[src/rtl/sp_pkg.sv]
// rtl/sp_pkg.sv - shared constants and state encoding for the 8b serial link
package sp_pkg;

  localparam int BYTE_W = 8;
  localparam logic [BYTE_W-1:0] COMMA = 8'hBC;

  typedef enum logic [1:0] {
    SEARCH = 2'd0,
    ALIGN  = 2'd1,
    LOCKED = 2'd2
  } sp_state_e;

endpackage

[src/rtl/serial_paralelo.sv]
// rtl/serial_paralelo.sv - serial link receiver: comma alignment, lock and byte delivery
// Optional macro SP_COMMA_CNT_EN adds comma_cnt_out, a saturating count of commas seen while locked.
module serial_paralelo
  import sp_pkg::*;
#(
  parameter logic [BYTE_W-1:0] COMMA      = sp_pkg::COMMA,
  parameter int                COMMA_LOCK = 4
) (
  input  logic              clk_32f,
  input  logic              reset,
  input  logic              serial_in,
  output logic [BYTE_W-1:0] data_out,
  output logic              valid_out,
  output logic              byte_strobe,
  output logic              active
`ifdef SP_COMMA_CNT_EN
  ,
  output logic [7:0]        comma_cnt_out
`endif
);

  localparam logic [4:0] LOCK_N = 5'(COMMA_LOCK);

  sp_state_e         r_state, w_state_nxt;
  logic [BYTE_W-1:0] r_shreg;
  logic [2:0]        r_bit_cnt, w_bit_cnt_nxt;
  logic [3:0]        r_comma_cnt, w_comma_cnt_nxt;
  logic [BYTE_W-1:0] r_data, w_data_nxt;
  logic              r_valid, w_valid_nxt;
  logic              r_strobe, w_strobe_nxt;
  logic              r_active, w_active_nxt;

  logic [BYTE_W-1:0] w_next_byte;
  logic              w_is_comma;
  logic              w_boundary;
  logic [4:0]        w_comma_inc;

  assign w_next_byte = {r_shreg[BYTE_W-2:0], serial_in};
  assign w_is_comma  = (w_next_byte == COMMA);
  assign w_boundary  = (r_bit_cnt == 3'd7);
  assign w_comma_inc = {1'b0, r_comma_cnt} + 5'd1;

  always_ff @(posedge clk_32f) begin
    if (reset) r_state <= SEARCH;
    else       r_state <= w_state_nxt;
  end

  always_comb begin
    w_state_nxt     = r_state;
    w_bit_cnt_nxt   = r_bit_cnt + 3'd1;
    w_comma_cnt_nxt = r_comma_cnt;
    w_data_nxt      = r_data;
    w_valid_nxt     = r_valid;
    w_strobe_nxt    = 1'b0;
    w_active_nxt    = r_active;
    case (r_state)
      SEARCH: begin
        if (w_is_comma) begin
          w_bit_cnt_nxt   = 3'd0;
          w_comma_cnt_nxt = 4'd1;
          if (COMMA_LOCK == 1) begin
            w_state_nxt  = LOCKED;
            w_active_nxt = 1'b1;
          end else begin
            w_state_nxt = ALIGN;
          end
        end
      end
      ALIGN: begin
        if (w_boundary) begin
          if (w_is_comma) begin
            w_comma_cnt_nxt = w_comma_inc[3:0];
            if (w_comma_inc == LOCK_N) begin
              w_state_nxt  = LOCKED;
              w_active_nxt = 1'b1;
            end
          end else begin
            w_state_nxt     = SEARCH;
            w_comma_cnt_nxt = 4'd0;
          end
        end
      end
      LOCKED: begin
        // No loss-of-lock path: only reset leaves this state.
        if (w_boundary) begin
          w_strobe_nxt = 1'b1;
          if (w_is_comma) begin
            w_valid_nxt = 1'b0;
          end else begin
            w_data_nxt  = w_next_byte;
            w_valid_nxt = 1'b1;
          end
        end
      end
      default: w_state_nxt = SEARCH;
    endcase
  end

  always_ff @(posedge clk_32f) begin
    if (reset) begin
      r_shreg     <= '0;
      r_bit_cnt   <= 3'd0;
      r_comma_cnt <= 4'd0;
      r_data      <= '0;
      r_valid     <= 1'b0;
      r_strobe    <= 1'b0;
      r_active    <= 1'b0;
    end else begin
      r_shreg     <= w_next_byte;
      r_bit_cnt   <= w_bit_cnt_nxt;
      r_comma_cnt <= w_comma_cnt_nxt;
      r_data      <= w_data_nxt;
      r_valid     <= w_valid_nxt;
      r_strobe    <= w_strobe_nxt;
      r_active    <= w_active_nxt;
    end
  end

  assign data_out    = r_data;
  assign valid_out   = r_valid;
  assign byte_strobe = r_strobe;
  assign active      = r_active;

`ifdef SP_COMMA_CNT_EN
  logic [7:0] r_comma_total;
  logic       w_locked_comma;

  assign w_locked_comma = (r_state == LOCKED) && w_boundary && w_is_comma;

  always_ff @(posedge clk_32f) begin
    if (reset)                                         r_comma_total <= 8'h00;
    else if (w_locked_comma && r_comma_total != 8'hFF) r_comma_total <= r_comma_total + 8'h01;
  end

  assign comma_cnt_out = r_comma_total;
`endif

endmodule

[config.mk]
export PLATFORM = sky130hd
export DESIGN_NAME = serial_paralelo
export DESIGN_NICKNAME = d
export VERILOG_FILES = /design/src/rtl/sp_pkg.sv /design/src/rtl/serial_paralelo.sv
export SDC_FILE = /design/constraint.sdc
export NUM_CORES = 1
export LEC_CHECK = 0
export BUFFER_PORTS_ARGS = -buffer_cell sky130_fd_sc_hd__buf_4
export CAP_MARGIN = 15
export CORE_MARGIN = 4
export CORE_UTILIZATION = 44
export DETAILED_ROUTE_END_ITERATION = 10
export SLEW_MARGIN = 20
export SYNTH_ARGS = -nofsm -noshare
export SYNTH_HDL_FRONTEND = slang
export SYNTH_SLANG_ARGS = --single-unit
[constraint.sdc]
create_clock -name clk_32f -period 2.55 [get_ports clk_32f]
set_clock_uncertainty 0.05 [all_clocks]
set_input_delay 0.1275 -clock clk_32f [delete_from_list [all_inputs] [get_ports clk_32f]]
set_output_delay 0.1275 -clock clk_32f [all_outputs]
set_load 0.05 [all_outputs]
**Word level (Yosys, flattened, before mapping)**

Cells that the tools add are included.

- Equality and inequality tests: 8
- Bitwise gates (word level): 2
- Mux-type cells: 13
- $add $sub $neg: 2
- Reduce and logical (&&, ||, !) cells: 8

Operator list:

| kind | number |
|---|---|
| $mux 4 | 3 |
| $eq 8x8->1 const B | 1 |
| $mux 2 | 4 |
| $pmux 4 s2 | 1 |
| $reduce_and 4->1 | 2 |
| $mux 3 | 2 |
| $pmux 2 s3 | 1 |
| $reduce_and 3->1 | 2 |
| $add 4x1->5 const B | 1 |
| $eq 5x3->1 const B | 1 |
| $ne 2x2->1 const B | 2 |
| $add 3x1->3 const B | 1 |
| $eq 3x3->1 const B | 1 |
| $ne 3x3->1 const B | 1 |
| $eq 2x1->1 const B | 1 |
| $eq 2x2->1 const B | 1 |
| $logic_not 2->1 | 1 |
| $mux 1 | 2 |
| $not 1->1 | 2 |
| $reduce_and 2->1 | 1 |
| $reduce_bool 2->1 | 1 |
| $reduce_or 2->1 | 1 |

- Register bits: 27
- Output and inout bits: 11
- Word-level logic and storage cells: 41
- Input port bits: 3

**Longest topological paths before layout**

- Depth after elaboration: 6
- Depth in mapped cells: 7
- Gate-level depth less buffers: 6

**Worst setup path before layout**

Ideal clock, no wire load.

- Path type: flip-flop to flip-flop
- Start: register r_shreg[5]
- End: register r_comma_cnt[3]
- Data required time: 2.397 ns
- Library setup time: 0.103 ns
- Clock period less this slack: 1.850 ns
- Path buffers: 1
- Path slack: 0.700 ns
- Stages on the path, launching flop included: 6
- Arrival time: 1.696 ns
- Cells stage by stage: dfxtp_1 > or4b_1 > clkbuf_2 > or2_1 > o211a_1 > a2111oi_2

- Cells in the longest elaborated chain, start to end: 4
- Elaborated cells between the ends (all ways): 6
- Classes of those cells: eq/ne (2); mux (3); reduce/logical (1)

Ends and longest elaborated chain:

| element | line | source |
|---|---|---|
| start, declared | serial_paralelo.sv:25 | `logic [BYTE_W-1:0] r_shreg;` |
| start signal, assigned | serial_paralelo.sv:109 | `r_shreg <= w_next_byte;` |
| $eq 8x8->1 (*) | serial_paralelo.sv:39 | `assign w_is_comma = (w_next_byte == COMMA);` |
| $mux 4 | serial_paralelo.sv:71 | `if (w_is_comma) begin` |
| $mux 4 | serial_paralelo.sv:70 | `if (w_boundary) begin` |
| $pmux 4 s2 | serial_paralelo.sv:56 | `case (r_state)` |
| end signal, assigned | serial_paralelo.sv:111 | `r_comma_cnt <= w_comma_cnt_nxt;` |
| end, declared | serial_paralelo.sv:27 | `logic [3:0] r_comma_cnt, w_comma_cnt_nxt;` |

Mark *: on every way between the ends. The rest lies on a longest branch, timed or not. The select of a mux whose other input is x is not followed.
A chain may end at the register's enable or synchronous reset.

**Worst setup path after layout**

- Start: input port serial_in
- End: register r_comma_cnt[3]

- Cells in the longest elaborated chain, start to end: 4
- Elaborated cells between the ends (all ways): 6
- Classes of those cells: eq/ne (2); mux (3); reduce/logical (1)

Ends and longest elaborated chain:

| element | line | source |
|---|---|---|
| start, declared | serial_paralelo.sv:11 | `input logic serial_in,` |
| $eq 8x8->1 (*) | serial_paralelo.sv:39 |  |
| $mux 4 | serial_paralelo.sv:71 |  |
| $mux 4 | serial_paralelo.sv:70 |  |
| $pmux 4 s2 | serial_paralelo.sv:56 |  |

Marked as above.

==> key figures <==
Yosys
  • Gate Count Post-Synth: 105
  • Count of state elements after synthesis: 27
  • Post-synthesis sequential area ratio: 52.4%
  • Ys async rst share: 0%
  • Synth area leaders: dfxtp_1 (52%), mux2i_1 (5.8%), nor2b_1 (5.5%), nor2_1 (5.1%), ha_1 (3.6%)
  • Yosys top cell area share: 52.4%
  • Yosys cell types: 29
  • Synth area leader: dfxtp_1
  • Syn Std Cell Area: 1030 µm²
  • Ys flop type: dfxtp_1
  • Syn_nets: 111
  • Mean Syn Cell Area: 9.82 µm²
  • Synth Warn #: 0
  • Post-synth EDFFs: 0

Placement
  • DP Area: 1150 µm²
  • Setup Slack @ Placement: 0.618 ns
  • Dpl hpwl: 1.33 mm
  • PortBufs: 13
  • Routability Congestion: 0.840

Flow run
  • Total of max-cap violations: 0

Timing
  • RSZ-0062 raised after global routing: no
  • Relative slew slack: 67.7%
  • Least-Margin Pin Slew: 0.480 ns
  • Setup TNS: 0 ns
  • FMAX: 477 MHz
  • Tmin final: 2.09 ns
  • Worst setup margin: 0.456 ns
  • Final setup viols: 0
  • Max Slew Vio Count: 0
  • Fin crit share: 82.1%
  • Hold Vio Cnt, Final: 0

Floorplan
  • Row count: 17
  • Die area: 3180 µm²
  • Number of I/O pins: 14
  • Chip width: 56.4 µm
  • Placeable Area: 2210 µm²
  • Effective utilization at floorplan: 46.6%
  • Die height: 56.4 µm

Finish
  • Layout filler cell count: 212
  • Ant. Diodes: 0
  • Layout cells sized above 1: 16.7%
  • Multi-input gate area: 450 µm²
  • Nets: 127
  • Most common cell after layout, fill and taps aside: dfxtp_1
  • Sequential cell area: 541 µm²
  • Area Overhead vs Synth: 15.8%
  • Design Area, Final: 1190 µm²
  • Most frequent cells in the layout: dfxtp_1 (27), nor2_1 (14), buf_4 (14)

GRT
  • First-pass GRT wire length: 3.15 mm
  • Initial antenna violation count: 0
  • GRT Util Overall: 12.4%
  • Grt ovf: 0
  • Vias in the first global route: 716
  • Largest net degree at the start of global routing: 26

Setup path
  • Worst setup SP type: input port
  • Req. time, crit path: 2.73 ns
  • Worst r2r src: r_shreg[5]$_SDFF_PP0_
  • Worst EP arrival: 2.27 ns
  • Crit Path Max Fanout: 7
  • Worst setup EP type: flip-flop
  • CP startpoint: serial_in
  • Kind of critical path: input port to flip-flop

Routing
  • Pre-Repair DR Iteration Count: 5
  • Final WL: 1.86 mm
  • DR vias: 791
  • DRC: 0
  • ANT nets after route: 0
  • Starting DRT DRC Count: 12
  • Vias/cell: 5.34
  • WL per Instance: 12.6 µm

Clocking
  • Post-CTS Setup Inserts: 0
  • H-tree Lvls: 1
  • Clock sinks: 27
  • CTS tree: yes
  • CTS Buf Count: 3
  • Max Buffers Root-to-Sink: 2
  • Post-CTS sizing: 0
  • Clock root buffer master: clkbuf_4
  • Clock slew at reported path FFs: 0.15 ns
  • Clk Latency, worst-skew pair: 0.32 ns

Min path
  • Worst hold path class: input port to flip-flop
  • Hold path start: reset

Power and ir drop
  • P_leak: 0.000516 µW
  • Maximum VDD drop: 467 µV
  • Pwr/cell area: 531 nW/µm²

Run status
  • Outcome: complete, no violations
-- per-stage QoR --
| stage | utilization [%] | hold slack [ns] | cells | power [µW] |
|---|---|---|---|---|
| after floorplan | - | 0.146 | 105 | 452 |
| after global placement | 52.1 | 0.313 | 143 | 458 |
| after detailed placement | 52.1 | 0.341 | 143 | 458 |
| after CTS | 54.0 | 0.0799 | 148 | 646 |
| after global routing | 54.0 | 0.0795 | 148 | 667 |
| final | 54.0 | 0.0936 | 148 | 634 |
-- report_power, final --
part	switching, µW	internal [µW]	leakage, µW
Combinational	10.8	8.09	0.000283
Clock	124	59.9	0.0000139
Sequential	2.84	428	0.000219
-- routing by layer --
layer,global-route usage [%],part of all wire (%),up-vias
met4,7.46,0.97,0
met5,0,0,-
met3,3.22,4.4,2
met1,15.1,47,380
li1,-,-,394
met2,19.5,47,15
-- final cells by class --
class	count	area share (%)
sequential	27	45.3
multi-input combinational	68	37.7
timing repair buffer	15	9.64
tap	28	2.94
clock buffer	3	1.89
inverter	6	1.89
clock inverter	1	0.629
-- critical path, cell delays in order --
cell and delay [ns]:
dlygate4sd3_1 0.53, buf_4 0.14, or4b_1 0.63, nor3_1 0.48
nor2_1 0.10, a2111oi_2 0.27
-- synthesized netlist by cell type, types with 2 or more instances --
cell type,n
a211oi_1,2
mux2i_1,6
dfxtp_1,27
and2_1,2
nand2_1,6
inv_1,6
a2bb2oi_1,2
a21oi_1,5
nor2b_1,9
nor3_1,3
clkbuf_1,2
ha_1,3
nand3b_1,2
nor2_1,14
nor3b_1,2
-- kinds of logic after synthesis --
logic type / after synthesis / synth area share (%)
adder cells (fa/ha/maj): 3 / 3.64
multiplexers: 6 / 5.83
buffers and inverters: 10 / 3.88
AND/OR/NAND/NOR: 42 / 21.0
AO/OA/AOI/OAI: 17 / 13.2
flip-flops: 27 / 52.4
-- worst paths after layout --
check / end / slack [ns] / cells after the start
worst min register to register: r_bit_cnt[0]$_SDFF_PP0_ / 0.38 / 1
worst max register to register: r_comma_cnt[3]$_SDFFE_PP0P_ / 0.56 / 4
worst min-delay path: r_shreg[4]$_SDFF_PP0_ / 0.09 / 2
worst max-delay path: r_comma_cnt[3]$_SDFFE_PP0P_ / 0.46 / 6
-- timing repair --
action	in CTS	in global routing
hold buffers	1	0
hold endpoints to repair	2	0
endpoints found under the setup margin	0	0
-- flip-flops by register name, indices dropped and copies added, names as in the netlist --
| register | cells |
|---|---|
| r_shreg | 7 |
| r_state | 2 |
| r_bit_cnt | 3 |
| valid_out | 1 |
| data_out | 8 |
| r_comma_cnt | 4 |
| active | 1 |
| byte_strobe | 1 |
No activity file was read; power rests on OpenSTA's default activity.
